$ cat config.mk
export PLATFORM = sky130hd
export DESIGN_NAME = prga
export DESIGN_NICKNAME = d
export VERILOG_FILES = /design/src/rtl/prga.sv
export SDC_FILE = /design/constraint.sdc
export NUM_CORES = 1
export LEC_CHECK = 0
export ABC_CLOCK_PERIOD_IN_PS = 2200
export BUFFER_PORTS_ARGS = -buffer_cell sky130_fd_sc_hd__buf_2
export CORE_MARGIN = 2
export CORE_UTILIZATION = 45
export CTS_BUF_LIST = sky130_fd_sc_hd__clkbuf_2 sky130_fd_sc_hd__clkbuf_4 sky130_fd_sc_hd__clkbuf_8
export DETAILED_ROUTE_END_ITERATION = 6
export GPL_TIMING_DRIVEN = 1
export PLACE_DENSITY = 0.78
export SLEW_MARGIN = 10
export SYNTH_ARGS = -nofsm -noshare
export SYNTH_HDL_FRONTEND = slang
export SYNTH_SLANG_ARGS = --single-unit
$ cat constraint.sdc
create_clock -name clk -period 2.2 [get_ports clk]
set_input_delay 0.33 -clock clk [delete_from_list [all_inputs] [get_ports clk]]
set_output_delay 0.33 -clock clk [all_outputs]
set_load 0.005 [all_outputs]
$ cat src/rtl/prga.sv
// RC4 pseudo-random generation stage: walks the KSA-scrambled S array, XORs the
// keystream onto a length-prefixed ciphertext and writes the length-prefixed plaintext.
module prga (
    input  logic       clk,
    input  logic       rst,
    input  logic       en,
    output logic       rdy,
    output logic [7:0] s_addr,
    input  logic [7:0] s_rddata,
    output logic [7:0] s_wrdata,
    output logic       s_wren,
    output logic [7:0] ct_addr,
    input  logic [7:0] ct_rddata,
    output logic [7:0] pt_addr,
    output logic [7:0] pt_wrdata,
    output logic       pt_wren
);

    typedef enum logic [3:0] {
        IDLE, RDL, CAPL, RDI, CAPI, CAPJ, WRJ, RDP, CAPP
    } state_t;

    state_t     state_q, state_d;
    logic [7:0] i_q, i_d;
    logic [7:0] j_q, j_d;
    logic [7:0] k_q, k_d;
    logic [7:0] len_q, len_d;
    logic [7:0] si_q, si_d;
    logic [7:0] sj_q, sj_d;
    logic [7:0] ctb_q, ctb_d;
    logic [7:0] j_sum;

    // j advances by S[i]; the same wrapped sum addresses S[j] in CAPI
    assign j_sum = j_q + s_rddata;

    always_ff @(posedge clk or posedge rst) begin
        if (rst) begin
            state_q <= IDLE;
            i_q     <= 8'd0;
            j_q     <= 8'd0;
            k_q     <= 8'd0;
            len_q   <= 8'd0;
            si_q    <= 8'd0;
            sj_q    <= 8'd0;
            ctb_q   <= 8'd0;
        end else begin
            state_q <= state_d;
            i_q     <= i_d;
            j_q     <= j_d;
            k_q     <= k_d;
            len_q   <= len_d;
            si_q    <= si_d;
            sj_q    <= sj_d;
            ctb_q   <= ctb_d;
        end
    end

    always_comb begin
        state_d = state_q;
        case (state_q)
            IDLE:    if (en) state_d = RDL;
            RDL:     state_d = CAPL;
            CAPL:    state_d = (ct_rddata == 8'd0) ? IDLE : RDI;
            RDI:     state_d = CAPI;
            CAPI:    state_d = CAPJ;
            CAPJ:    state_d = WRJ;
            WRJ:     state_d = RDP;
            RDP:     state_d = CAPP;
            CAPP:    state_d = (k_q == len_q) ? IDLE : RDI;
            default: state_d = IDLE;
        endcase
    end

    always_comb begin
        rdy       = 1'b0;
        s_addr    = 8'd0;
        s_wrdata  = 8'd0;
        s_wren    = 1'b0;
        ct_addr   = 8'd0;
        pt_addr   = 8'd0;
        pt_wrdata = 8'd0;
        pt_wren   = 1'b0;
        i_d       = i_q;
        j_d       = j_q;
        k_d       = k_q;
        len_d     = len_q;
        si_d      = si_q;
        sj_d      = sj_q;
        ctb_d     = ctb_q;
        case (state_q)
            IDLE: rdy = 1'b1;
            RDL:  ct_addr = 8'd0;
            CAPL: begin
                len_d     = ct_rddata;
                pt_addr   = 8'd0;
                pt_wrdata = ct_rddata;
                pt_wren   = 1'b1;
                i_d       = 8'd0;
                j_d       = 8'd0;
                k_d       = 8'd1;
            end
            RDI: begin
                s_addr  = i_q + 8'd1;
                ct_addr = k_q;
                i_d     = i_q + 8'd1;
            end
            CAPI: begin
                si_d   = s_rddata;
                ctb_d  = ct_rddata;
                s_addr = j_sum;
                j_d    = j_sum;
            end
            CAPJ: begin
                // S[i] <= S[j]; when i==j both writes carry the same byte
                sj_d     = s_rddata;
                s_addr   = i_q;
                s_wrdata = s_rddata;
                s_wren   = 1'b1;
            end
            WRJ: begin
                s_addr   = j_q;
                s_wrdata = si_q;
                s_wren   = 1'b1;
            end
            RDP: s_addr = si_q + sj_q;
            CAPP: begin
                pt_addr   = k_q;
                pt_wrdata = s_rddata ^ ctb_q;
                pt_wren   = 1'b1;
                k_d       = k_q + 8'd1;
            end
            default: ;
        endcase
    end

endmodule

# After elaboration in Yosys (flattened, before gate mapping)
# Cells that the tools add are included.
[classes]
muxes = 15
n_addsub = 4
reduce_logical = 7
eq_ne = 10
bitwise = 1
[ops]
columns = ["op", "count"]
rows = [
  ["8-bit one-hot mux with 2 select lines", 5],
  ["8-bit one-hot mux with 5 select lines", 1],
  ["4-bit one-hot mux with 9 select lines", 1],
  ["8-bit by 1-bit adder with 8-bit output, second input constant", 2],
  ["8-bit adder", 2],
  ["4-bit by 3-bit == test with 1-bit output, second input constant", 4],
  ["8-bit 2-to-1 mux", 2],
  ["4-bit by 2-bit == test with 1-bit output, second input constant", 2],
  ["8-bit == test", 1],
  ["8-bit zero test", 1],
  ["8-bit XOR", 1],
  ["2-bit nonzero test", 3],
  ["4-bit by 1-bit == test with 1-bit output, second input constant", 1],
  ["4-bit == test, second input constant", 1],
  ["4-bit zero test", 1],
  ["2-bit 2-to-1 mux", 2],
  ["4-bit 2-to-1 mux", 1],
  ["2-bit OR reduction", 2],
  ["1-bit 2-to-1 mux", 3],
  ["2-bit != test, second input constant", 1],
]
[totals]
regBits = 60
output_inout_bits = 43
inputBits = 19

# Longest topological paths before layout
[depth]
word_depth = 3
depth_mapped = 9

# Worst setup path before layout
# No wires, ideal clock.
[synth_path]
path_type = "reg2out"
from = "register si_q[0]"
to = "output port s_addr[6]"
arrival_time_ns = 1.684
stages_incl_launch_ff = 10
path_buffers = 0
setup_slack_ns = 0.186
cell_sequence = "dfrtp_1 -> ha_1 -> inv_1 -> fa_1 -> nor2b_1 -> nor3_1 -> o21bai_1 -> a21oi_1 -> xor2_1 -> o211ai_1"
[synth_between]
elab_chain_len = 2
[synth_lines]
columns = ["element", "line", "source"]
rows = [
  ["from (decl)", "28", "logic [7:0] si_q, si_d;"],
  ["from (signal assigned)", "52", "si_q <= si_d;"],
  ["8-bit adder", "125", "RDP: s_addr = si_q + sj_q;"],
  ["8-bit one-hot mux with 5 select lines", "90", "case (state_q)"],
  ["to (decl)", "8", "output logic [7:0] s_addr,"],
]
# Every way passes these cells.

# Worst setup path in the final report
[layout_path]
from = "register sj_q[0]"
to = "output port s_addr[6]"
[layout_between]
elab_chain_len = 2
[layout_lines]
columns = ["element", "line", "source"]
rows = [
  ["from (decl)", "29", "logic [7:0] sj_q, sj_d;"],
  ["from (signal assigned)", "53", "sj_q <= sj_d;"],
  ["8-bit adder", "125", ""],
  ["8-bit one-hot mux with 5 select lines", "90", ""],
]
# Every way passes these cells.

==> impl_results.html <==
<table>
<tr><th>Metric</th><th>Value</th></tr>
<tr><th colspan="2">Timing</th></tr>
<tr><td>RSZ-0062 raised after global routing</td><td>true</td></tr>
<tr><td>Worst-case hold slack</td><td>230 ps</td></tr>
<tr><td>Number of pins exceeding their max-slew limit in the final report</td><td>0</td></tr>
<tr><td>Relative slew slack</td><td>74.1%</td></tr>
<tr><td>Max Clock Skew</td><td>11.6 ps</td></tr>
<tr><td>Ratio of final minimum period to clock period</td><td>118%</td></tr>
<tr><td>Final setup violation count</td><td>16</td></tr>
<tr><td>TNS Setup</td><td>-2240 ps</td></tr>
<tr><td>Slack of the critical path</td><td>-392 ps</td></tr>
<tr><td>Tightest Pin Transition</td><td>389 ps</td></tr>
<tr><td>Hold Fails Final Rpt</td><td>0</td></tr>
<tr><td>Max Clk Rate</td><td>386 MHz</td></tr>
<tr><td>Final Critical Period</td><td>2590 ps</td></tr>
<tr><th colspan="2">Worst setup path</th></tr>
<tr><td>Critical path's largest stage delay</td><td>400 ps</td></tr>
<tr><td>Critical path class</td><td>flip-flop to output pin</td></tr>
<tr><td>Worst endpoint required time</td><td>1870 ps</td></tr>
<tr><td>Flop2flop setup slack</td><td>300 ps</td></tr>
<tr><td>Worst Setup End Kind</td><td>output pin</td></tr>
<tr><td>Arr. time, crit path</td><td>2260 ps</td></tr>
<tr><td>Sort of element at the start of the critical path</td><td>flip-flop</td></tr>
<tr><td>Crit-path slowest cell</td><td>sky130_fd_sc_hd__dfrtp_1</td></tr>
<tr><td>CP Cell Sequence</td><td>ha_4 &gt; inv_2 &gt; fa_2 &gt; nor2b_2 &gt; nor3_1 &gt; o21bai_1 &gt; a21oi_1 &gt; xor2_1 &gt; o211ai_1 &gt; buf_2</td></tr>
<tr><td>Critical-path maximum fanout</td><td>2</td></tr>
<tr><th colspan="2">Clocking</th></tr>
<tr><td>Buffers from clock root to sink, at most</td><td>2</td></tr>
<tr><td>Clock root buffer</td><td>sky130_fd_sc_hd__clkbuf_8</td></tr>
<tr><td>TritonCTS clock tree</td><td>done</td></tr>
<tr><td>Clock tree sinks</td><td>60</td></tr>
<tr><td>Worst-path clk slew</td><td>70 ps</td></tr>
<tr><td>Maximum level of the CTS H-tree</td><td>3</td></tr>
<tr><td>Worst-skew pair later-pin latency</td><td>350 ps</td></tr>
<tr><td>Inserted Clock Buffers</td><td>9</td></tr>
<tr><th colspan="2">Floorplan</th></tr>
<tr><td>Die area</td><td>9200 um^2</td></tr>
<tr><td>Die boundary height</td><td>95.9 um</td></tr>
<tr><td>Io pins</td><td>62</td></tr>
<tr><td>Chip Width</td><td>95.9 um</td></tr>
<tr><td>Initial cell density of the core</td><td>46.3%</td></tr>
<tr><td>Core ar.</td><td>8220 um^2</td></tr>
<tr><td>Std cell rows</td><td>33</td></tr>
<tr><th colspan="2">Route</th></tr>
<tr><td>Detailed-route via count</td><td>3795</td></tr>
<tr><td>Mean routed wirelength per cell</td><td>17.5 um</td></tr>
<tr><td>Final wirelength</td><td>11400 um</td></tr>
<tr><td>Post-route antenna net violation count</td><td>0</td></tr>
<tr><td>DRC Markers</td><td>0</td></tr>
<tr><td>First DRT Iteration DRCs</td><td>212</td></tr>
<tr><td>Number of detailed-routing iterations run before antenna repair</td><td>5</td></tr>
<tr><td>Avg Vias per Cell</td><td>5.80</td></tr>
<tr><th colspan="2">Power</th></tr>
<tr><td>IR Drop Worst-Case VDD</td><td>0.942 mV</td></tr>
<tr><td>Power density cells</td><td>1460 nW/um^2</td></tr>
<tr><td>P_leak</td><td>2.60 nW</td></tr>
<tr><td>Proportion of power drawn by flip-flops and latches</td><td>26.3%</td></tr>
<tr><td>Switching fraction of total power</td><td>42.9%</td></tr>
<tr><td>Combinational share of power</td><td>57.9%</td></tr>
<tr><td>Net switching power</td><td>3.19 mW</td></tr>
<tr><td>Internal Pwr Total</td><td>4.24 mW</td></tr>
<tr><td>Proportion of power drawn by the clock network</td><td>15.8%</td></tr>
<tr><th colspan="2">Finish</th></tr>
<tr><td>Fraction of layout cells with a size suffix above 1</td><td>36.1%</td></tr>
<tr><td>Storage element area</td><td>1500 um^2</td></tr>
<tr><td>Fill cell total of the finished layout</td><td>635</td></tr>
<tr><td>ANT cells</td><td>0</td></tr>
<tr><td>Area growth from synthesis to layout</td><td>33.8%</td></tr>
<tr><td>Cell area after layout</td><td>5080 um^2</td></tr>
<tr><td>Area used by multi-input combinational logic</td><td>2420 um^2</td></tr>
<tr><td>Number of nets in the layout</td><td>582</td></tr>
<tr><td>End-of-flow core utilization</td><td>61.9%</td></tr>
<tr><th colspan="2">Logic synthesis</th></tr>
<tr><td>Largest cells by area after synthesis</td><td>sky130_fd_sc_hd__dfrtp_1 (39%), sky130_fd_sc_hd__nand2_1 (11%), sky130_fd_sc_hd__ha_1 (5.3%)</td></tr>
<tr><td>Portion of synthesized cell area occupied by the leading cell type</td><td>39.5%</td></tr>
<tr><td>Synthesized netlist net count</td><td>477</td></tr>
<tr><td>Synth async-reset ratio</td><td>100%</td></tr>
<tr><td>Post-Syn Instances</td><td>440</td></tr>
<tr><td>Count leader, synth</td><td>sky130_fd_sc_hd__nand2_1</td></tr>
<tr><td>Library cell with the largest summed area after synthesis</td><td>sky130_fd_sc_hd__dfrtp_1</td></tr>
<tr><td>Synth cell types</td><td>47</td></tr>
<tr><td>Most used flip-flop cell after synthesis</td><td>sky130_fd_sc_hd__dfrtp_1</td></tr>
<tr><td>#FFs+latches synth</td><td>60</td></tr>
<tr><td>Number of synthesized flops with an enable pin</td><td>0</td></tr>
<tr><td>Commonest cells post-synth</td><td>sky130_fd_sc_hd__nand2_1 (113), sky130_fd_sc_hd__dfrtp_1 (60), sky130_fd_sc_hd__o21ai_0 (26), sky130_fd_sc_hd__xnor2_1 (20), sky130_fd_sc_hd__nor2_1 (18)</td></tr>
<tr><td>Synthesis warning total</td><td>0</td></tr>
<tr><td>Sequential fraction of the synthesis area</td><td>39.5%</td></tr>
<tr><td>Summed instance area of the synthesized netlist</td><td>3800 um^2</td></tr>
<tr><td>Average cell area after synthesis</td><td>8.64 um^2</td></tr>
<tr><th colspan="2">Global route</th></tr>
<tr><td>Pin count of the biggest net entering global routing</td><td>26</td></tr>
<tr><td>Vias in the first global route</td><td>3465</td></tr>
<tr><td>Overall track demand over capacity in global routing</td><td>24.7%</td></tr>
<tr><td>Global routing met3 resource utilization</td><td>3.76%</td></tr>
<tr><td>Overflow left after global routing</td><td>0</td></tr>
<tr><td>Layer carrying the most global-route usage</td><td>met2</td></tr>
<tr><td>First-pass GRT wire length</td><td>17300 um</td></tr>
<tr><td>Met1 Usage GRT</td><td>32.1%</td></tr>
<tr><td>Number of antenna violations at the first check in global routing</td><td>0</td></tr>
<tr><td>Met2 layer usage reported by global route</td><td>41.0%</td></tr>
<tr><th colspan="2">Place</th></tr>
<tr><td>Sum of net half-perimeters after detailed placement</td><td>7490 um</td></tr>
<tr><td>Final weighted congestion in routability-driven placement</td><td>0.930</td></tr>
<tr><td>Worst slack, placed</td><td>-52.8 ps</td></tr>
<tr><td>Post-placement cell area</td><td>4400 um^2</td></tr>
<tr><td>Count of buffers from port buffering</td><td>61</td></tr>
<tr><th colspan="2">Worst hold path</th></tr>
<tr><td>Type of the worst min-delay path</td><td>input port to flip-flop</td></tr>
<tr><th colspan="2">Job</th></tr>
<tr><td>Max-capacitance violation count</td><td>0</td></tr>
<tr><th colspan="2">Status</th></tr>
<tr><td>Run status</td><td>complete, but fails checks</td></tr>
<tr><td>Violated checks</td><td>setup timing</td></tr>
</table>
area by class of cell:
| type | count | area share (%) |
|---|---|---|
| Multi-Input combinational cell | 349 | 47.5 |
| Sequential cell | 60 | 29.6 |
| Timing Repair Buffer | 113 | 14.8 |
| Clock buffer | 12 | 3.25 |
| Tap cell | 105 | 2.58 |
| Clock inverter | 3 | 1.35 |
| Inverter | 12 | 0.886 |
registers in the layout, summed over array words and instances, names as in the netlist:
register  flops
ctb_q         8
i_q           8
j_q           8
k_q           8
len_q         8
si_q          8
sj_q          8
state_q       4
path summary, 6_finish.rpt:
path,start,to,cells past startpoint
worst max-delay path,sj_q[0],s_addr[6],10
worst min-delay path,ct_rddata[7],ctb_q[7],3
worst max register to register,state_q[2],j_q[4],5
worst min register to register,ctb_q[3],ctb_q[3],2
max in group asynchronous,rst,i_q[0],4
min in group asynchronous,rst,k_q[6],3
critical path, delay by kind of cell, from the launching register on:
family                   cells  cell delay, ps
AND/OR/NAND/NOR              2             220
XOR/XNOR                     1             160
adder cells (fa/ha/maj)      2             510
AO/OA/AOI/OAI                3             440
buffers and inverters        2             180
flip-flops                   1             400
routing by layer:
layer / wire length, um / up-vias
met5: 0 / -
met4: 522 / 0
met3: 714 / 53
met2: 5530 / 176
met1: 4660 / 1825
li1: - / 1741
through the flow:
stage | cells | total power, mW
2_1_floorplan | 440 | 4.16
3_3_place_gp | 621 | 5.15
3_5_place_dp | 621 | 5.28
4_1_cts | 641 | 6.83
5_1_grt | 654 | 7.90
6_report | 654 | 7.42
power by group through the flow:
stage / clock network [mW] / registers (mW) / logic (mW)
floorplan: 0 / 1.80 / 2.36
global placement: 0 / 1.89 / 3.26
detailed placement: 0 / 1.92 / 3.36
CTS: 1.18 / 1.91 / 3.74
global route: 1.24 / 2.00 / 4.66
finish: 1.17 / 1.95 / 4.30
kinds of logic after synthesis:
logic type / count (synthesis) / synth area share [%]
compound gates: 100 / 17.2
xor+xnor: 35 / 8.06
fa+ha+maj: 18 / 6.32
buf+inv: 31 / 3.55
flops: 60 / 39.5
mux: 7 / 2.07
simple gates: 189 / 23.3
layout by cell type (no fill, tap or decap), types with 5 or more instances in the layout:
master	count
sky130_fd_sc_hd__nand2_1	106
sky130_fd_sc_hd__buf_2	61
sky130_fd_sc_hd__dfrtp_1	58
sky130_fd_sc_hd__buf_4	42
sky130_fd_sc_hd__xnor2_1	18
sky130_fd_sc_hd__nor2_1	16
sky130_fd_sc_hd__o21ai_0	16
sky130_fd_sc_hd__a22o_1	15
sky130_fd_sc_hd__xor2_1	15
sky130_fd_sc_hd__a21oi_1	13
sky130_fd_sc_hd__clkbuf_8	12
sky130_fd_sc_hd__ha_1	11
sky130_fd_sc_hd__o21ai_2	10
sky130_fd_sc_hd__a21o_1	10
sky130_fd_sc_hd__nand3_1	9
sky130_fd_sc_hd__and3_1	9
sky130_fd_sc_hd__o21ai_1	8
sky130_fd_sc_hd__mux2_2	7
sky130_fd_sc_hd__and2_1	7
sky130_fd_sc_hd__buf_6	7
sky130_fd_sc_hd__inv_2	6
sky130_fd_sc_hd__inv_1	6
sky130_fd_sc_hd__nor2_2	5
sky130_fd_sc_hd__nor4_1	5
what timing repair did:
action	4_1_cts	5_1_grt
hold buffers	1	0
endpoints found under the hold margin	16	0
pin swaps	24	17
setup buffers	5	11
gates cloned	0	2
endpoints found under the setup margin	27	26
resized for setup	30	49
No activity file was read; power rests on OpenSTA's default activity.
